==> src/rtl/load_store_unit_pkg.sv <==
// Shared LSU definitions: widths, access-size encodings and controller states.
package load_store_unit_pkg;

  localparam int unsigned XLEN_WIDTH = 32;
  localparam int unsigned BYTE_WIDTH = 8;

  typedef enum logic [1:0] {
    SIZE_B = 2'd0,
    SIZE_H = 2'd1,
    SIZE_W = 2'd2,
    SIZE_R = 2'd3
  } size_e;

  typedef enum logic [2:0] {
    IDLE    = 3'd0,
    LD_ADDR = 3'd1,
    LD_DATA = 3'd2,
    ST_BYTE = 3'd3,
    ERR     = 3'd4
  } lsu_state_e;

  function automatic logic misaligned(input logic [1:0] size, input logic [1:0] addr_lo);
    return ((size == SIZE_H) && addr_lo[0]) || ((size == SIZE_W) && (addr_lo != 2'b00));
  endfunction

  // Index of the final byte of a store.
  function automatic logic [1:0] last_byte(input logic [1:0] size);
    case (size)
      SIZE_B:  return 2'd0;
      SIZE_H:  return 2'd1;
      default: return 2'd3;
    endcase
  endfunction

endpackage

==> src/rtl/load_store_unit_load_align.sv <==
// Load result formatting: selects byte/half/word from RAM read data and extends it.
module load_align
  import load_store_unit_pkg::*;
#(
  parameter int unsigned XLEN = XLEN_WIDTH
) (
  input  logic [XLEN-1:0] rdata_i,
  input  logic [1:0]      size_i,
  input  logic            unsigned_i,
  output logic [XLEN-1:0] data_o
);

  always_comb begin
    data_o = rdata_i;
    case (size_i)
      SIZE_B:  data_o = {{(XLEN-8){~unsigned_i & rdata_i[7]}}, rdata_i[7:0]};
      SIZE_H:  data_o = {{(XLEN-16){~unsigned_i & rdata_i[15]}}, rdata_i[15:0]};
      default: data_o = rdata_i;
    endcase
  end

endmodule

==> src/rtl/load_store_unit.sv <==
// Load/store front end: serialises stores into byte writes, issues loads on the RAM read port.
// Optional MISALIGN_TRAP_EN: misaligned half/word accesses are rejected with resp_err.
module load_store_unit
  import load_store_unit_pkg::*;
#(
  parameter int unsigned XLEN = XLEN_WIDTH
) (
  input  logic            clk,
  input  logic            rst,
  input  logic            req_valid,
  output logic            req_ready,
  input  logic            req_we,
  input  logic [1:0]      req_size,
  input  logic            req_unsigned,
  input  logic [XLEN-1:0] req_addr,
  input  logic [XLEN-1:0] req_wdata,
  output logic            resp_valid,
  output logic            resp_err,
  output logic [XLEN-1:0] resp_rdata,
  output logic [XLEN-1:0] mem_addr,
  input  logic [XLEN-1:0] mem_rdata,
  output logic            mem_we,
  output logic [XLEN-1:0] mem_waddr,
  output logic [XLEN-1:0] mem_wdata
);

`ifdef MISALIGN_TRAP_EN
  localparam bit TrapMisalign = 1'b1;
`else
  localparam bit TrapMisalign = 1'b0;
`endif

  lsu_state_e      state_q, state_d;
  logic [XLEN-1:0] addr_q, addr_d, wdata_q, wdata_d;
  logic [1:0]      size_q, size_d, cnt_q, cnt_d, cnt_nxt;
  logic            uns_q, uns_d;
  logic            ready_q, ready_d, rvalid_q, rvalid_d, rerr_q, rerr_d, we_q, we_d;
  logic [XLEN-1:0] rdata_q, rdata_d, maddr_q, maddr_d, waddr_q, waddr_d, wbyte_q, wbyte_d;
  logic [XLEN-1:0] load_data;

  load_align #(.XLEN(XLEN)) u_align (
    .rdata_i   (mem_rdata),
    .size_i    (size_q),
    .unsigned_i(uns_q),
    .data_o    (load_data)
  );

  assign cnt_nxt = cnt_q + 2'd1;

  always_comb begin
    state_d  = state_q;
    addr_d   = addr_q;
    wdata_d  = wdata_q;
    size_d   = size_q;
    uns_d    = uns_q;
    cnt_d    = cnt_q;
    maddr_d  = maddr_q;
    ready_d  = 1'b0;
    rvalid_d = 1'b0;
    rerr_d   = 1'b0;
    rdata_d  = '0;
    we_d     = 1'b0;
    waddr_d  = '0;
    wbyte_d  = '0;
    case (state_q)
      IDLE: begin
        ready_d = 1'b1;
        if (req_valid && ready_q) begin
          ready_d = 1'b0;
          addr_d  = req_addr;
          wdata_d = req_wdata;
          size_d  = req_size;
          uns_d   = req_unsigned;
          cnt_d   = 2'd0;
          if ((req_size == SIZE_R) || (TrapMisalign && misaligned(req_size, req_addr[1:0]))) begin
            state_d = ERR;
          end else if (req_we) begin
            // First byte is presented straight from the request so it commits at E1.
            state_d = ST_BYTE;
            we_d    = 1'b1;
            waddr_d = req_addr;
            wbyte_d = {{(XLEN-8){1'b0}}, req_wdata[7:0]};
          end else begin
            state_d = LD_ADDR;
            maddr_d = req_addr;
          end
        end
      end
      LD_ADDR: state_d = LD_DATA;
      LD_DATA: begin
        state_d  = IDLE;
        ready_d  = 1'b1;
        rvalid_d = 1'b1;
        rdata_d  = load_data;
      end
      ST_BYTE: begin
        if (cnt_q < last_byte(size_q)) begin
          cnt_d   = cnt_nxt;
          we_d    = 1'b1;
          waddr_d = addr_q + XLEN'(cnt_nxt);
          wbyte_d = {{(XLEN-8){1'b0}}, wdata_q[{cnt_nxt, 3'b000} +: 8]};
        end else begin
          state_d  = IDLE;
          ready_d  = 1'b1;
          rvalid_d = 1'b1;
        end
      end
      ERR: begin
        state_d  = IDLE;
        ready_d  = 1'b1;
        rvalid_d = 1'b1;
        rerr_d   = 1'b1;
      end
      default: state_d = IDLE;
    endcase
  end

  always_ff @(posedge clk or negedge rst) begin
    if (!rst) begin
      state_q  <= IDLE;
      addr_q   <= '0;
      wdata_q  <= '0;
      size_q   <= '0;
      uns_q    <= 1'b0;
      cnt_q    <= '0;
      ready_q  <= 1'b0;
      rvalid_q <= 1'b0;
      rerr_q   <= 1'b0;
      rdata_q  <= '0;
      maddr_q  <= '0;
      we_q     <= 1'b0;
      waddr_q  <= '0;
      wbyte_q  <= '0;
    end else begin
      state_q  <= state_d;
      addr_q   <= addr_d;
      wdata_q  <= wdata_d;
      size_q   <= size_d;
      uns_q    <= uns_d;
      cnt_q    <= cnt_d;
      ready_q  <= ready_d;
      rvalid_q <= rvalid_d;
      rerr_q   <= rerr_d;
      rdata_q  <= rdata_d;
      maddr_q  <= maddr_d;
      we_q     <= we_d;
      waddr_q  <= waddr_d;
      wbyte_q  <= wbyte_d;
    end
  end

  assign req_ready  = ready_q;
  assign resp_valid = rvalid_q;
  assign resp_err   = rerr_q;
  assign resp_rdata = rdata_q;
  assign mem_addr   = maddr_q;
  assign mem_we     = we_q;
  assign mem_waddr  = waddr_q;
  assign mem_wdata  = wbyte_q;

endmodule

==> config.mk <==
export PLATFORM = sky130hd
export DESIGN_NAME = load_store_unit
export DESIGN_NICKNAME = d
export VERILOG_FILES = /design/src/rtl/load_store_unit_pkg.sv /design/src/rtl/load_store_unit_load_align.sv /design/src/rtl/load_store_unit.sv
export SDC_FILE = /design/constraint.sdc
export NUM_CORES = 1
export LEC_CHECK = 0
export ABC_AREA = 1
export CORE_MARGIN = 5
export CORE_UTILIZATION = 43
export CTS_CLUSTER_SIZE = 10
export DETAILED_ROUTE_END_ITERATION = 10
export PLACE_DENSITY = 0.77
export SLEW_MARGIN = 10
export SYNTH_ARGS = -nofsm -noshare
export SYNTH_HDL_FRONTEND = slang
export SYNTH_SLANG_ARGS = --single-unit
export TNS_END_PERCENT = 1
==> constraint.sdc <==
create_clock -name clk -period 2.3 [get_ports clk]
set_clock_uncertainty 0.1 [all_clocks]
set_input_delay 0.46 -clock clk [delete_from_list [all_inputs] [get_ports clk]]
set_output_delay 0.46 -clock clk [all_outputs]
set_load 0.005 [all_outputs]
=== Yosys cells after proc, flatten, opt, wreduce, memory -nomap -nowiden ===
Cells that the tools add are included.

* Add/subtract/negate cells: 2
* $mul: 0
* Divide/modulo/power cells: 0
* $lt $le $gt $ge: 1
* Equal/unequal tests: 9
* Shift-type cells: 1
* Multiplexer cells: 32
* Bitwise logic cells: 5
* Reduce and logical (&&, ||, !) cells: 9

{| class="wikitable"
|+ Operators by type and width
! operator !! number
|-
| 32-bit two-way mux || 5
|-
| 32-bit one-hot mux with 2 select lines || 2
|-
| 32-bit by 2-bit adder with 32-bit output || 1
|-
| 8-bit two-way mux || 4
|-
| 32-bit by 6-bit indexed part select with 8-bit output || 1
|-
| 8-bit one-hot mux with 2 select lines || 1
|-
| 3-bit two-way mux || 3
|-
| 3-bit one-hot mux with 3 select lines || 1
|-
| 2-bit two-way mux || 4
|-
| 2-bit one-hot mux with 2 select lines || 2
|-
| 1-bit two-way mux || 7
|-
| 3-bit by 2-bit == test with 1-bit output (second input constant) || 2
|-
| 2-bit inequality test (second input constant) || 3
|-
| 1-bit one-hot mux with 2 select lines || 2
|-
| 2-bit AND reduction || 2
|-
| 4-bit AND reduction || 1
|-
| 3-bit by 1-bit == test with 1-bit output (second input constant) || 1
|-
| 3-bit == test (second input constant) || 1
|-
| 3-bit zero test || 1
|-
| 1-bit inverter || 3
|-
| 1-bit one-hot mux with 3 select lines || 1
|-
| 3-bit AND reduction || 1
|-
| 2-bit by 1-bit adder with 2-bit output (second input constant) || 1
|-
| 1-bit bitwise AND || 2
|-
| other kinds (7) || 7
|}

* Register bits after elaboration: 204
* Bits in latches: 0
* Bits in writable memories: 0
* Memory bits (read-only): 0
* Input bits: 103
* Output and inout bits: 132
* Word-level logic and storage cells: 73
* Memories kept: 0

=== Longest topological paths before layout ===
Gate-level depths: netlist of run 1.

* Word-level depth: 6
* Depth in mapped cells: 12

=== Modules after synthesis ===
A second synthesis of run 1 with hierarchy kept.

* Cells, all modules: 1038
* Area, all modules: 8393.0 um^2

{| class="wikitable"
|+ By module, submodules not included
! module !! instances !! cells each !! area each (um^2) !! seq. area each (um^2)
|-
| load_store_unit || 1 || 967 || 7988.9 || 4504.3
|-
| load_align || 1 || 71 || 404.1 || 0.0
|}

=== Worst setup path before layout of run 1 ===
OpenSTA, ideal clock, no wires.

* Kind: reg2reg
* Start: register cnt_q[0]
* End: register waddr_q[18], in the netlist mem_waddr[18]
* Setup time: 127 ps
* Arrival time: 2141 ps
* Required time: 2073 ps
* Slack: -69 ps
* Cell stages (with the launch flop): 12
* Buffers on the path: 1
* Clock period less this slack: 2369 ps
* Path through: dfrtp_1 -> inv_1 -> clkbuf_1 -> ha_1 -> inv_1 -> fa_1 -> nor2_1 -> nand3_1 -> nor2_2 -> nand3_1 -> nand3_1 -> o21ai_0

* Cells in the longest elaborated chain, start to end: 4
* Elaborated cells between the ends (all ways): 5

{| class="wikitable"
|+ Ends and longest elaborated chain
! what !! RTL line !! text
|-
| start, declared || load_store_unit.sv:35 || <nowiki>logic [1:0] size_q, size_d, cnt_q, cnt_d, cnt_nxt;</nowiki>
|-
| start signal, assigned || load_store_unit.sv:140 || <nowiki>cnt_q <= cnt_d;</nowiki>
|-
| 2-bit by 1-bit adder with 2-bit output || load_store_unit.sv:48 || <nowiki>assign cnt_nxt = cnt_q + 2'd1;</nowiki>
|-
| 32-bit by 2-bit adder with 32-bit output || load_store_unit.sv:100 || <nowiki>waddr_d = addr_q + XLEN'(cnt_nxt);</nowiki>
|-
| 32-bit two-way mux * || load_store_unit.sv:97 || <nowiki>if (cnt_q < last_byte(size_q)) begin</nowiki>
|-
| 32-bit one-hot mux with 2 select lines * || load_store_unit.sv:65 || <nowiki>case (state_q)</nowiki>
|-
| via waddr_d[18] || load_store_unit.sv:38 || <nowiki>logic [XLEN-1:0] rdata_q, rdata_d, maddr_q, maddr_d, waddr_q, waddr_d, wbyte_q, wbyte_d;</nowiki>
|-
| end signal, assigned || load_store_unit.sv:147 || <nowiki>waddr_q <= waddr_d;</nowiki>
|-
| end, declared || load_store_unit.sv:38 ||
|}

Mark *: on every way through the listed nets, which the timed path passes. The rest lies on a longest branch.
A chain may end at the register's enable or synchronous reset.

=== Worst setup path after layout of run 1 ===
* Start: register cnt_q[0]
* End: register waddr_q[25], in the netlist mem_waddr[25]

Same word-level chain as after synthesis.

==> results of run 1 <==
layout make-up:
type / instances / area, µm² / share of cell area, %
repair buffers: 243 / 2440 / 22.0
multi-input cells: 645 / 2860 / 25.7
well taps: 229 / 287 / 2.58
inverters: 108 / 405 / 3.65
flip-flops and latches: 180 / 4500 / 40.5
clock inverters: 15 / 190 / 1.71
clock buffers: 17 / 425 / 3.83
through the flow:
stage	setup TNS [ps]	instances	hold WS [ps]
after floorplan	0	989	64.4
after global placement	0	1403	355
after detailed placement	-83.6	1403	358
after CTS	0	1436	377
after global routing	0	1437	402
final	0	1437	375
synth_stat cells, types with 9 or more instances:
library cell	count	area [µm²]
sky130_fd_sc_hd__nor2_1	103	387
sky130_fd_sc_hd__o21ai_1	9	45.0
sky130_fd_sc_hd__nand2_1	303	1140
sky130_fd_sc_hd__nand3_1	37	185
sky130_fd_sc_hd__o21ai_0	90	450
sky130_fd_sc_hd__buf_4	28	210
sky130_fd_sc_hd__buf_2	15	75.1
sky130_fd_sc_hd__nand4_1	9	56.3
sky130_fd_sc_hd__dfrtp_1	180	4500
sky130_fd_sc_hd__o22ai_1	12	75.1
sky130_fd_sc_hd__inv_1	103	387
sky130_fd_sc_hd__a21oi_1	36	180
sky130_fd_sc_hd__clkbuf_1	11	41.3
cells in the final DEF, fill, tap and decap left out, types with 4 or more instances in the layout:
cell type,count
sky130_fd_sc_hd__a21oi_1,36
sky130_fd_sc_hd__buf_12,7
sky130_fd_sc_hd__buf_4,25
sky130_fd_sc_hd__clkbuf_16,17
sky130_fd_sc_hd__clkdlybuf4s50_1,209
sky130_fd_sc_hd__conb_1,24
sky130_fd_sc_hd__dfrtp_1,180
sky130_fd_sc_hd__inv_1,103
sky130_fd_sc_hd__inv_6,4
sky130_fd_sc_hd__inv_8,4
sky130_fd_sc_hd__nand2_1,301
sky130_fd_sc_hd__nand2_2,4
sky130_fd_sc_hd__nand3_1,36
sky130_fd_sc_hd__nand4_1,9
sky130_fd_sc_hd__nor2_1,99
sky130_fd_sc_hd__nor2_4,5
sky130_fd_sc_hd__o21ai_0,90
sky130_fd_sc_hd__o21ai_1,9
sky130_fd_sc_hd__o22ai_1,12
state kept, by name (all words and copies together) (netlist names):
signal / count
addr_q: 32
mem_addr: 32
mem_waddr: 32
resp_rdata: 32
wdata_q: 32
mem_wdata: 8
state_q: 3
cnt_q: 2
size_q: 2
mem_we: 1
req_ready: 1
resp_err: 1
resp_valid: 1
uns_q: 1
power groups by stage:
stage               logic, mW  registers, mW  clock network [mW]
finish                   4.37           5.05                3.04
global route             4.91           5.19                3.21
CTS                      4.37           5.04                3.08
detailed placement       4.33           5.08                   0
global placement         4.24           5.05                   0
floorplan                2.15           4.98                   0
worst paths after layout:
check	from	end	slack, ps	cells after the start
worst max register to register	cnt_q[0]$_DFFE_PN0P_	mem_waddr[25]$_DFF_PN0_	130	11
max in group asynchronous	rst	mem_waddr[21]$_DFF_PN0_	950	3
min in group asynchronous	rst	wdata_q[17]$_DFFE_PN0P_	460	2
worst min register to register	wdata_q[26]$_DFFE_PN0P_	wdata_q[26]$_DFFE_PN0P_	370	2
worst max-delay path	cnt_q[0]$_DFFE_PN0P_	mem_waddr[25]$_DFF_PN0_	130	11
worst min-delay path	wdata_q[26]$_DFFE_PN0P_	wdata_q[26]$_DFFE_PN0P_	370	2
logic make-up (layout without fill, tap and decap cells):
kind of cell             after synthesis  count (layout)  synth area share, %
adder cells (fa/ha/maj)                4               4                0.723
other                                  1              24               0.0471
buffers and inverters                165             383                 9.36
AO/OA/AOI/OAI                        150             150                 9.73
XOR/XNOR                               4               4                0.440
flip-flops                           180             180                 56.6
AND/OR/NAND/NOR                      462             463                 23.1
critical path: stages (launching register included):
cell and delay (ps):
sky130_fd_sc_hd__dfrtp_1 430, sky130_fd_sc_hd__xor2_1 200, sky130_fd_sc_hd__buf_4 150, sky130_fd_sc_hd__ha_1 270, sky130_fd_sc_hd__nand3_1 80, sky130_fd_sc_hd__nand2_2 120, sky130_fd_sc_hd__nand2_1 110, sky130_fd_sc_hd__nor2_2 140
sky130_fd_sc_hd__buf_4 170, sky130_fd_sc_hd__nand4_1 110, sky130_fd_sc_hd__nand3_1 100, sky130_fd_sc_hd__nand2_1 60
timing repair:
| action | 4_1_cts | 5_1_grt |
|---|---|---|
| hold buffers | 1 | 0 |
| resized for setup | 2 | 11 |
| endpoints found under the setup margin | 8 | 19 |
| pin swaps | 1 | 2 |
| hold endpoints to repair | 48 | 0 |
| cloned | 0 | 1 |
per-layer routing:
layer  share of wire, %  up-vias  GRT usage (%)
met4                2.0        0           5.93
met5                  0        -              0
met2                 45      300           33.2
li1                   -     3437              -
met1                 44     3372           28.6
met3                8.8       38           6.69
==> out/summary.log, run 1 <==
INFO  sta            hold_violations=0
INFO  die            initial_utilization=44.0%
INFO  finish         antenna_cells_inserted=0
INFO  global_route   grt.total_usage=21.2%
INFO  placement      rd_place_congestion=0.950
INFO  finish         synthToLayoutAreaGrowth=39.6%
INFO  critical_path  timing_worst_setup_path_type=reg2reg
INFO  synthesis      synth_sequential_area_ratio=56.6%
INFO  drt            via_count=7147
INFO  pwr            intPower=8.09mW
INFO  pwr            ir_drop=0.617mV
INFO  placement      number_of_i_o_port_buffers=210
INFO  finish         post_route_cells_drive_above_1_share=7.20%
INFO  clock_tree     cts_inserted_buffers=17
INFO  die            pin_count=235
INFO  die            die_h=146µm
INFO  clock_tree     postCtsSetupBuffers=0
INFO  sta            finalSetupViolations=0
INFO  clock_tree     clockBufferDepth=2
INFO  synthesis      synth-edff-count=0
INFO  pwr            comb_power_share=35.1%
INFO  pwr            net-switching-power=4.36mW
INFO  finish         fillerInstances=1574
INFO  status         status=completed
INFO  finish         utilization=61.4%
INFO  clock_tree     cts_tree=done
INFO  pwr            switching_share=35.0%
INFO  synthesis      yosys.cell_types.count=30
INFO  pwr            power.share.sequential=40.5%
INFO  synthesis      yosys_register_bits=180
INFO  die            die-area=21300µm²
INFO  pwr            share_clk_of_total_power=24.4%
INFO  critical_path  critical_path_required=2520ps
INFO  pwr            pwr_density_cell=1120nW/µm²
INFO  sta            postLayoutSetupSlackWorst=135ps
INFO  clock_tree     worst_setup_hold_path_clk_slew=70ps
INFO  critical_path  worst_path_arrival=2380ps
INFO  die            floorplan.core_area=18100µm²
INFO  drt            wirelength=22600µm
INFO  sta            finalCriticalPeriod=2170ps
INFO  synthesis      syn-cell-area=7960µm²
INFO  placement      hpwlAfterDp=16500µm
INFO  global_route   wire_length_of_the_first_global_routing_pass=36500µm
INFO  global_route   globalRoute.totalOverflow=0
INFO  clock_tree     insertion_delay=430ps
INFO  global_route   antenna_violations_before_repair=0
INFO  synthesis      synth_top_flop_cell=sky130_fd_sc_hd__dfrtp_1
INFO  synthesis      post_synth_inst_count=966
INFO  drt            post-route-drc-count=0
INFO  sta            max-slew-margin-rel=63.4%
INFO  clock_tree     htree_levels=4
INFO  synthesis      ys.warnings.count=0
INFO  drt            routed_wire_length_per_instance=15.7µm
INFO  sta            grt_setup_unrepaired=false
INFO  finish         final_area=11100µm²
INFO  clock_tree     clk_root_buffer_cell=sky130_fd_sc_hd__clkbuf_16
INFO  critical_path  max_fo_critical_path=5
INFO  drt            final_antenna_net_count=0
INFO  pwr            leakagePower=5.26nW
INFO  drt            vias_per_cell=4.97
INFO  critical_path  worst_setup_end_kind=flip-flop
INFO  sta            period_share=94.1%
INFO  placement      dp_worst_setup_slack=-34.4ps
INFO  die            row_count=49
INFO  sta            max_clock_freq=462MHz
INFO  sta            worst_pin_slew=549ps
INFO  critical_path  setup.worst_path.start_class=flip-flop
INFO  global_route   grt_max_degree=65
INFO  drt            detail_route.first_pass.iterations=5
INFO  pwr            total_power=12.5mW
INFO  die            die_w=146µm
INFO  sta            maxSlewViolCount=0
INFO  finish         finalNetCount=1302
INFO  job            max-cap-violations=0
INFO  synthesis      syn_avg_cell_area=8.24µm²
INFO  min_path       hold_class=reg2reg
INFO  clock_tree     tritoncts_num_sinks=180
INFO  placement      dpl-instance-area=10400µm²
INFO  drt            drt-initial-drc-count=565
INFO  synthesis      asyncSetResetFlopFracSynth=100%
INFO  global_route   number_of_global_route_vias_before_repair=7066
(Power assumes the default switching activity.)
==> run 2, diff against run 1 <==
--- a/config.mk
+++ b/config.mk
@@ -6,11 +6,13 @@
 export NUM_CORES = 1
 export LEC_CHECK = 0
 export ABC_AREA = 1
+export CELL_PAD_IN_SITES_DETAIL_PLACEMENT = 1
+export CELL_PAD_IN_SITES_GLOBAL_PLACEMENT = 2
 export CORE_MARGIN = 5
-export CORE_UTILIZATION = 43
+export CORE_UTILIZATION = 24
 export CTS_CLUSTER_SIZE = 10
 export DETAILED_ROUTE_END_ITERATION = 10
-export PLACE_DENSITY = 0.77
+export PLACE_DENSITY_LB_ADDON = 0.1
 export SLEW_MARGIN = 10
 export SYNTH_ARGS = -nofsm -noshare
 export SYNTH_HDL_FRONTEND = slang
==> run 2 against run 1 <==
  * First-iteration DRC count fell by 50%
  * Utilization fell by 26 points
  * Largest cell class unchanged
  * Cell count grew 15%
  * Combinational power is 5.3% higher
  * Global-route usage shrank 5.6 points
  * Sequential power hardly changed
  * Power increased by 2.1%
  * Largest power group unchanged
==> out/summary.log, run 2 (same netlist as run 1, synthesis figures left out) <==
INFO  status         status=completed
INFO  critical_path  max_fo_critical_path=5 [unchanged]
INFO  finish         most-common-layout-cells=sky130_fd_sc_hd__nand2_1, sky130_fd_sc_hd__clkdlybuf4s50_1, sky130_fd_sc_hd__dfrtp_1
INFO  finish         seq_area=4510µm² [about the same]
INFO  clock_tree     clk_root_buffer_cell=sky130_fd_sc_hd__clkbuf_16
INFO  critical_path  worst_path_arrival=2370ps [about the same]
INFO  clock_tree     tritoncts_num_sinks=180 [unchanged]
INFO  critical_path  reg_to_reg_slack_setup=160ps [+20 ps]
INFO  die            floorplan.core_area=32600µm² [+80%]
INFO  die            initial_utilization=24.4% [-20 points]
INFO  drt            vias_per_cell=4.27 [-14%]
INFO  clock_tree     clockBufferDepth=2 [unchanged]
INFO  global_route   grt-busiest-layer=met2
INFO  clock_tree     cts_inserted_buffers=17 [unchanged]
INFO  global_route   grt.met2_usage=23.7% [-9.5 points]
INFO  sta            maxSlewViolCount=0 [unchanged]
INFO  finish         layout.cells.most_common=sky130_fd_sc_hd__nand2_1
INFO  global_route   globalRoute.totalOverflow=0 [unchanged]
INFO  critical_path  r2r-start=cnt_q[0]$_DFFE_PN0P_
INFO  pwr            leakagePower=5.28nW [+0.36%]
INFO  critical_path  critical_path_required=2530ps [about the same]
INFO  die            row_count=66 [+35%]
INFO  global_route   antenna_violations_before_repair=1 [+1]
INFO  global_route   number_of_global_route_vias_before_repair=7726 [+9.3%]
INFO  global_route   wire_length_of_the_first_global_routing_pass=44100µm [+21%]
INFO  clock_tree     cts_tree=done
INFO  drt            drt-initial-drc-count=283 [-50%]
INFO  clock_tree     insertion_delay=440ps [about the same]
INFO  global_route   use_met3=3.89% [-2.8 points]
INFO  drt            wirelength=28400µm [+25%]
INFO  sta            hold_violations=0 [unchanged]
INFO  sta            max-slew-margin-rel=62.2% [-1.2 points]
INFO  clock_tree     worst_setup_hold_path_clk_slew=70ps [about the same]
INFO  pwr            pwr_density_cell=1110nW/µm² [-0.95%]
INFO  finish         multiInputGateArea=2840µm² [-0.39%]
INFO  sta            finalCriticalPeriod=2140ps [-21.4 ps]
INFO  critical_path  worst_setup_end_kind=flip-flop
INFO  die            pin_count=235 [unchanged]
INFO  drt            via_count=7064 [-1.2%]
INFO  placement      number_of_i_o_port_buffers=210 [unchanged]
INFO  drt            final_antenna_net_count=0 [unchanged]
INFO  pwr            total_power=12.7mW [+2.1%]
INFO  placement      hpwlAfterDp=20700µm [+25%]
INFO  placement      dpl-instance-area=10800µm² [+3.1%]
INFO  global_route   grt_max_degree=47 [-28%]
INFO  global_route   grt.total_usage=15.5% [-5.6 points]
INFO  critical_path  timing_worst_setup_path_type=reg2reg
INFO  clock_tree     htree_levels=4 [unchanged]
INFO  sta            period_share=93.2% [-0.93 points]
INFO  sta            worst_pin_slew=566ps [+17.2 ps]
INFO  job            max-cap-violations=0 [unchanged]
INFO  drt            detail_route.first_pass.iterations=4 [-1]
INFO  min_path       hold_class=reg2reg
INFO  finish         fillerInstances=3837 [+140%]
INFO  critical_path  reg2reg_to=mem_waddr[26]$_DFF_PN0_
INFO  drt            post-route-drc-count=0 [unchanged]
INFO  placement      rd_place_congestion=0.756 [-20%]
INFO  finish         post_route_cells_drive_above_1_share=7.68% [+0.48 points]
INFO  min_path       min_to=wdata_q[30]$_DFFE_PN0P_
INFO  critical_path  setup.worst_path.start_class=flip-flop
INFO  min_path       holdCritStartpoint=wdata_q[30]$_DFFE_PN0P_
INFO  sta            grt_setup_unrepaired=true
INFO  drt            routed_wire_length_per_instance=17.2µm [+9.0%]
INFO  die            die-area=36900µm² [+73%]
INFO  finish         finalNetCount=1305 [+0.23%]
INFO  sta            finalSetupViolations=0 [unchanged]
INFO  die            die_w=192µm [+32%]
INFO  finish         final_area=11500µm² [+3.1%]
INFO  finish         antenna_cells_inserted=0 [unchanged]
INFO  sta            max_clock_freq=466MHz [+1.0%]
INFO  finish         synthToLayoutAreaGrowth=44.0%
INFO  pwr            ir_drop=0.640mV [+3.7%]
INFO  global_route   grtUsageMet1=22.2% [-6.4 points]
INFO  critical_path  reg2regPathDepth=10 [-1]
INFO  min_path       hold_depth=2 [unchanged]
INFO  die            die_h=192µm [+32%]
## run 2: cell types whose count changed in the layout (fill, tap and decap cells not counted), moves of 2 or more
| cell | change |
|---|---|
| sky130_fd_sc_hd__buf_12 | +5 |
| sky130_fd_sc_hd__buf_4 | -2 |
| sky130_fd_sc_hd__clkbuf_8 | +5 |
| sky130_fd_sc_hd__clkinv_2 | +2 |
| sky130_fd_sc_hd__clkinv_4 | -2 |
| sky130_fd_sc_hd__clkinvlp_4 | +3 |
| sky130_fd_sc_hd__inv_6 | -2 |
| sky130_fd_sc_hd__inv_8 | -4 |
| sky130_fd_sc_hd__nand3_2 | +2 |
| sky130_fd_sc_hd__nor2_4 | -2 |
## run 2: final cells by class
cell class	count	area share, %
flip-flops and latches	180	39.3
multi-input cells	644	24.8
repair buffers	247	22.2
well taps	442	4.83
clock buffers	22	4.23
inverters	108	3.55
clock inverters	10	1.06
## run 2: metrics by stage
step	cells	hold WS, ps	setup TNS [ps]	worst slack [ps]	util [%]
6_report	1653	374	0	156	35.1
2_1_floorplan	989	64.4	0	12.4	-
3_3_place_gp	1617	342	-31.5	-31.5	33.0
4_1_cts	1652	377	0	1.75	35.0
5_1_grt	1653	400	-38.0	-21.1	35.1
3_5_place_dp	1617	341	-704	-147	33.0
## run 2: metal layers
| metal | up-vias | wire length [µm] | part of all wire [%] |
|---|---|---|---|
| li1 | 3434 | - | - |
| met1 | 3433 | 14200 | 50 |
| met2 | 176 | 12100 | 43 |
| met3 | 19 | 1740 | 6.1 |
| met4 | 2 | 282 | 0.99 |
| met5 | - | 13 | 0.046 |
## run 2: worst max-delay path by stage
stage                              start  slack (ps)  cells past startpoint                      end
global placement    cnt_q[0]$_DFFE_PN0P_         -30                      9  mem_waddr[18]$_DFF_PN0_
floorplan           cnt_q[0]$_DFFE_PN0P_          10                      9  mem_waddr[18]$_DFF_PN0_
global route        cnt_q[0]$_DFFE_PN0P_         -20                     11  mem_waddr[20]$_DFF_PN0_
finish              cnt_q[0]$_DFFE_PN0P_         160                     10  mem_waddr[26]$_DFF_PN0_
detailed placement  cnt_q[0]$_DFFE_PN0P_        -150                      9  mem_waddr[18]$_DFF_PN0_
CTS                 cnt_q[0]$_DFFE_PN0P_           2                     11  mem_waddr[28]$_DFF_PN0_
## run 2: report_power, final
| group | switching [mW] | leakage [nW] | internal, mW | total (mW) |
|---|---|---|---|---|
| logic | 2.41 | 2.68 | 2.19 | 4.60 |
| clock network | 1.34 | 0.285 | 1.73 | 3.06 |
| registers | 0.730 | 2.31 | 4.33 | 5.06 |
## run 2: critical path, stage by stage (launching register included)
cell and delay (ps):
sky130_fd_sc_hd__dfrtp_2 450, sky130_fd_sc_hd__xor2_2 230, sky130_fd_sc_hd__clkinv_2 100, sky130_fd_sc_hd__fa_2 350, sky130_fd_sc_hd__nor2_2 150, sky130_fd_sc_hd__nand3_2 140
sky130_fd_sc_hd__nor2_4 180, sky130_fd_sc_hd__buf_12 130, sky130_fd_sc_hd__nand4_1 70, sky130_fd_sc_hd__nand3_1 80, sky130_fd_sc_hd__nand2_1 50
## run 2: timing repair
| item | in CTS | in global routing |
|---|---|---|
| endpoints found under the setup margin | 13 | 14 |
| resized for setup | 4 | 11 |
| gates cloned | 0 | 0 |
| pin swaps | 2 | 4 |
| endpoints found under the hold margin | 40 | 0 |
| hold buffers | 1 | 0 |
| setup buffers | 2 | 1 |
